**config.mk**
```make
export PLATFORM = sky130hd
export DESIGN_NAME = sos_coef_loader
export DESIGN_NICKNAME = d
export VERILOG_FILES = /design/src/rtl/sos_coef_loader.sv
export SDC_FILE = /design/constraint.sdc
export NUM_CORES = 2
export LEC_CHECK = 0
export ABC_CLOCK_PERIOD_IN_PS = 5000
export BUFFER_PORTS_ARGS = -buffer_cell sky130_fd_sc_hd__buf_2
export CORE_MARGIN = 4
export CORE_UTILIZATION = 44
export CTS_CLUSTER_SIZE = 14
export DETAILED_ROUTE_END_ITERATION = 7
export GPL_ROUTABILITY_DRIVEN = 1
export GPL_TIMING_DRIVEN = 0
export PLACE_DENSITY = 0.68
export SLEW_MARGIN = 40
export SYNTH_ARGS = -nofsm -noshare
export SYNTH_HDL_FRONTEND = slang
export SYNTH_SLANG_ARGS = --single-unit
```
**constraint.sdc**
```tcl
create_clock -name clk -period 5 [get_ports clk]
set_clock_uncertainty 0.2 [all_clocks]
set_input_delay 0.5 -clock clk [delete_from_list [all_inputs] [get_ports clk]]
set_output_delay 0.5 -clock clk [all_outputs]
set_load 0.01 [all_outputs]
```
**src/rtl/sos_coef_loader.sv**
```systemverilog
// sos_coef_loader: framed SOS coefficient loader with stability check and idle-gated atomic commit
module sos_coef_loader #(
    parameter int NUM_SEC = 4,
    parameter int COEF_W  = 24
) (
    input  logic                      clk,
    input  logic                      rst_n,
    input  logic                      cfg_valid,
    output logic                      cfg_ready,
    input  logic [COEF_W-1:0]         cfg_data,
    input  logic                      cfg_last,
    input  logic                      filt_idle,
    output logic [NUM_SEC*COEF_W-1:0] b0_bus,
    output logic [NUM_SEC*COEF_W-1:0] b1_bus,
    output logic [NUM_SEC*COEF_W-1:0] b2_bus,
    output logic [NUM_SEC*COEF_W-1:0] a1_bus,
    output logic [NUM_SEC*COEF_W-1:0] a2_bus,
    output logic                      commit_done,
    output logic                      err_len,
    output logic                      err_unstable,
    output logic [3:0]                err_sec,
    output logic [7:0]                cfg_gen
);
    localparam int N  = 5 * NUM_SEC;
    localparam int WW = $clog2(N);
    localparam logic [COEF_W-1:0] UNITY = COEF_W'(1 << (COEF_W - 2));
    localparam logic signed [COEF_W+1:0] ONE = {2'b00, UNITY};

    typedef enum logic [2:0] {LOAD, FLUSH, CHECK, WAIT, COMMIT} state_t;

    state_t                    state, state_nx;
    logic [WW-1:0]             wcnt;
    logic [3:0]                csec;
    logic [N*COEF_W-1:0]       shadow;
    logic                      xfer, last_word, len_err, sec_bad;
    logic [COEF_W-1:0]         a1_w, a2_w;
    logic signed [COEF_W+1:0]  a1_x, a2_x, a1_abs;

    assign cfg_ready   = rst_n && (state == LOAD || state == FLUSH || state == COMMIT);
    assign xfer        = cfg_valid && cfg_ready;
    assign last_word   = wcnt == WW'(N - 1);
    assign commit_done = state == COMMIT;

    // Denominator 1 + a1 z^-1 + a2 z^-2 of the section under test, widened so |a1| and 1+a2 cannot overflow
    assign a1_w   = shadow[(5 * csec + 3) * COEF_W +: COEF_W];
    assign a2_w   = shadow[(5 * csec + 4) * COEF_W +: COEF_W];
    assign a1_x   = {{2{a1_w[COEF_W-1]}}, a1_w};
    assign a2_x   = {{2{a2_w[COEF_W-1]}}, a2_w};
    assign a1_abs = a1_x[COEF_W+1] ? -a1_x : a1_x;
    assign sec_bad = !((a2_x > -ONE) && (a2_x < ONE) && (a1_abs < ONE + a2_x));

    // Next-state and length-error detection
    always_comb begin
        state_nx = state;
        len_err  = 1'b0;
        case (state)
            LOAD, COMMIT: begin
                state_nx = (xfer && last_word) ? (cfg_last ? CHECK : FLUSH) : LOAD;
                len_err  = xfer && (last_word != cfg_last);
            end
            FLUSH:   state_nx = (xfer && cfg_last) ? LOAD : FLUSH;
            CHECK:   state_nx = sec_bad ? LOAD : (csec == 4'(NUM_SEC - 1)) ? WAIT : CHECK;
            WAIT:    state_nx = filt_idle ? COMMIT : WAIT;
            default: state_nx = LOAD;
        endcase
    end

    // State register
    always_ff @(posedge clk or negedge rst_n) begin
        if (!rst_n) state <= LOAD;
        else        state <= state_nx;
    end

    // Shadow fill, section scan, error pulses and the atomic bank swap
    always_ff @(posedge clk or negedge rst_n) begin
        if (!rst_n) begin
            wcnt         <= '0;
            csec         <= '0;
            shadow       <= '0;
            err_len      <= 1'b0;
            err_unstable <= 1'b0;
            err_sec      <= '0;
            cfg_gen      <= '0;
            b0_bus       <= {NUM_SEC{UNITY}};
            b1_bus       <= '0;
            b2_bus       <= '0;
            a1_bus       <= '0;
            a2_bus       <= '0;
        end else begin
            err_len      <= len_err;
            err_unstable <= (state == CHECK) && sec_bad;
            csec         <= (state == CHECK) ? csec + 4'd1 : 4'd0;
            if ((state == CHECK) && sec_bad) err_sec <= csec;
            if (xfer && (state == LOAD || state == COMMIT)) begin
                shadow[wcnt * COEF_W +: COEF_W] <= cfg_data;
                wcnt <= (last_word || cfg_last) ? '0 : wcnt + 1'b1;
            end
            if (state == WAIT && filt_idle) begin
                cfg_gen <= cfg_gen + 8'd1;
                for (int k = 0; k < NUM_SEC; k++) begin
                    b0_bus[k * COEF_W +: COEF_W] <= shadow[(5 * k + 0) * COEF_W +: COEF_W];
                    b1_bus[k * COEF_W +: COEF_W] <= shadow[(5 * k + 1) * COEF_W +: COEF_W];
                    b2_bus[k * COEF_W +: COEF_W] <= shadow[(5 * k + 2) * COEF_W +: COEF_W];
                    a1_bus[k * COEF_W +: COEF_W] <= shadow[(5 * k + 3) * COEF_W +: COEF_W];
                    a2_bus[k * COEF_W +: COEF_W] <= shadow[(5 * k + 4) * COEF_W +: COEF_W];
                end
            end
        end
    end
endmodule

```
==> metrics.md <==
| Metric | Value |
|---|---|
| Outcome | finished clean |
| Synth Instances | roughly 4300 |
| Max-slew violations | 0 |
| Slew headroom | ~37% |
| Tightest Pin Transition | 0.948 ns |
| Die area | between 100000 and 150000 um2 |
| Routed Antenna Nets | 0 |
| CP Launch Type | flop |
| Core area | between 90000 and 100000 um2 |
| CP Class | reg2reg |
| Worst vdd ir | 0.265 mV |
| Bufs on Longest Clock Path | 3 |
| Final Instance Area | ~52000 um2 |
| Synth Register Bits | slightly below 1000 |
| Share of flip-flops with an asynchronous set or reset | 100% |
| LEAKAGE | between 20 and 30 nW |
| Critical Path AT | 5.29 ns |
| Starting Density | between 40 and 50% |
| Post-synth EDFFs | 0 |
| RSZ-0062 raised after global routing | true |
| Number of core rows | 114 |
| Clk slew on worst S/H paths | around 0.06 ns |
| Residual DRC | 0 |
| Crit Path Max Fanout | 8 |
| Vias | around 36000 |
| Maxcap violations | 0 |
| Area growth, synth to finish | 22.1% |
| Num CTS Buffers | 102 |
| Power per Cell Area | approximately 430 nW/um2 |
| Initial antenna violation count | 18 |
| Die width | approximately 320 um |
| Die H | 320 um |
| H-tree depth | 3 |
| Share of cells above drive strength 1 | approximately a quarter |
| Cell area after placement | ~48000 um2 |
| Placer Congestion | around 1 |
| # port buffers | 515 |
| Footprint of the multi-input gates | ~18000 um2 |
| Data required time of the worst path | about 5.4 ns |
| Sequential cell area | ~25000 um2 |
| Most frequent cells in the layout | nand2_1, dfrtp_1, buf_2 |
| Most common cell after layout, fill and taps aside | nand2_1 |
| Min-Delay Path Class | in2reg |
| Pre-Repair DR Iteration Count | 6 |
| Total GRT Usage | roughly a third |
| Avg Synthesized Cell Area | 9.97 um2 |
| Fill count | slightly below 9000 |
| Hold Vio Cnt, Final | 0 |
| Iter 0 DRT Violations | about 4400 |
| Routed WL | approximately 170000 um |
| First-pass GRT wire length | about 240000 um |
| Fin nets | between 5000 and 6000 |
| Unique masters post-synth | 93 |
| Final hold slack | around 0.043 ns |
| Vias in the first global route | roughly 35000 |
| DR WL/cell | around 26 um |
| Post-Synthesis Cell Area | between 40000 and 50000 um2 |
| # setup viols final | 0 |
| Total grt overflow | 0 |
| Largest net degree at the start of global routing | 105 |
| TritonCTS sink count | 986 |
| Final HPWL DP | about 130000 um |
| Crit share post-route | a little over nine tenths |
| Worst setup EP type | flop |
| Io pins | roughly 530 |
| Crit path time final | approximately 4.9 ns |
| Root buffer cell | clkbuf_16 |
| Fmax | 0.202 GHz |
| Synth warn | 0 |
| Clock Latency Late Sink | around 0.69 ns |
| Ys flop type | dfrtp_1 |
| Drt via density | between 5 and 6 |
| Register area share after synthesis | approximately 58% |
| CTS tree | done |
==> kinds of logic after synthesis <==
kind of cell | synth area share (%)
AO/OA/AOI/OAI | 8.31
other | 0.00878
multiplexers | 9.22
buffers and inverters | 2.89
flip-flops | 57.8
AND/OR/NAND/NOR | 20.0
XOR/XNOR | 0.554
adder cells (fa/ha/maj) | 1.28
==> power breakdown <==
part,total (mW),internal [mW],leakage [nW],switching (mW)
combinational,5.66,1.62,12.0,4.04
clock,7.62,4.40,1.64,3.22
sequential,9.26,8.64,13.6,0.622
==> flip-flops by register name, indices dropped and copies added, names as in the netlist <==
name          cells
csec              4
state             3
wcnt              5
err_sec           4
b0_bus           96
err_unstable      1
err_len           1
b1_bus           96
cfg_gen           8
shadow          480
a1_bus           96
b2_bus           96
a2_bus           96
==> final timing paths <==
| kind | start | end | slack, ns | cells after the start |
|---|---|---|---|---|
| setup / recovery | csec[0] | err_sec[1] | 0.06 | 20 |
| hold / removal | cfg_data[13] | shadow[317] | 0.04 | 3 |
| setup reg to reg | csec[0] | err_sec[1] | 0.06 | 20 |
| hold reg to reg | shadow[277] | b1_bus[61] | 0.26 | 2 |
| max in group asynchronous | rst_n | b1_bus[82] | 2.40 | 6 |
| min in group asynchronous | rst_n | a2_bus[87] | 0.14 | 2 |
==> cells in the mapped netlist (16+ instances only) <==
cell	number	area [um2]
mux2_2	200	2250
mux2i_1	33	330
clkbuf_1	182	683
nand3_1	56	280
mux4_2	45	1010
o21ai_0	189	946
ha_1	42	526
dfrtp_1	982	24600
nor2_1	77	289
a22o_1	33	289
nand2_1	1824	6850
a21oi_1	46	230
o31ai_1	117	878
inv_1	51	191
nand4_1	19	119
buf_2	46	230
mux2_4	16	240
nor3_1	20	100
nor2b_1	20	125
==> layer usage <==
metal / vias up / track usage, % / wire (um)
met3: 396 / 8.64 / 18000
met1: 18086 / 43.2 / 66400
met5: - / 0 / 73
met4: 10 / 16.0 / 9570
met2: 1903 / 48.2 / 73600
li1: 15729 / - / -
==> metrics by stage <==
step	worst slack (ns)	util [%]	power, mW	setup TNS (ns)	std cells
floorplan	0.0199	-	11.7	0	4286
global placement	-18.87	48.6	14.1	-	6077
detailed placement	-1.35	49.6	14.5	-366.67	6113
CTS	0.00104	53.5	22.2	0	6311
global route	-0.0633	54.1	23.2	-0.202	6344
finish	0.0596	54.1	22.5	0	6348
==> repair_timing <==
action	CTS	global route
gates resized for setup	76	66
pin swaps	10	18
endpoints found under the hold margin	134	0
hold buffers	3	0
setup buffers	12	29
setup endpoints to repair	486	400
==> cell type report <==
type | count | area share [%]
Inverter | 52 | 0.374
Clock inverter | 27 | 0.540
Timing Repair Buffer | 595 | 6.86
Tap cell | 1276 | 3.06
Clock buffer | 157 | 5.85
Antenna cell | 8 | 0.0384
Sequential cell | 986 | 47.3
Buffer | 248 | 2.27
Multi-Input combinational cell | 2999 | 33.7
==> worst max-delay path, cell delays in order, from the launching register on <==
cell and delay, ns:
dfrtp_1 0.37, buf_8 0.14, buf_4 0.12, buf_4 0.13
mux4_2 0.59, or3b_4 0.46, o311ai_4 0.28, o21a_1 0.18
buf_6 0.13, nor2b_1 0.13, mux2i_1 0.08, o22ai_1 0.19
ha_1 0.30, a21oi_1 0.15, nand2_1 0.10, a221oi_4 0.32
nor3_2 0.07, o32ai_2 0.27, buf_4 0.18, a21oi_4 0.09
mux2_4 0.33
No activity file was read; power rests on OpenSTA's default activity.
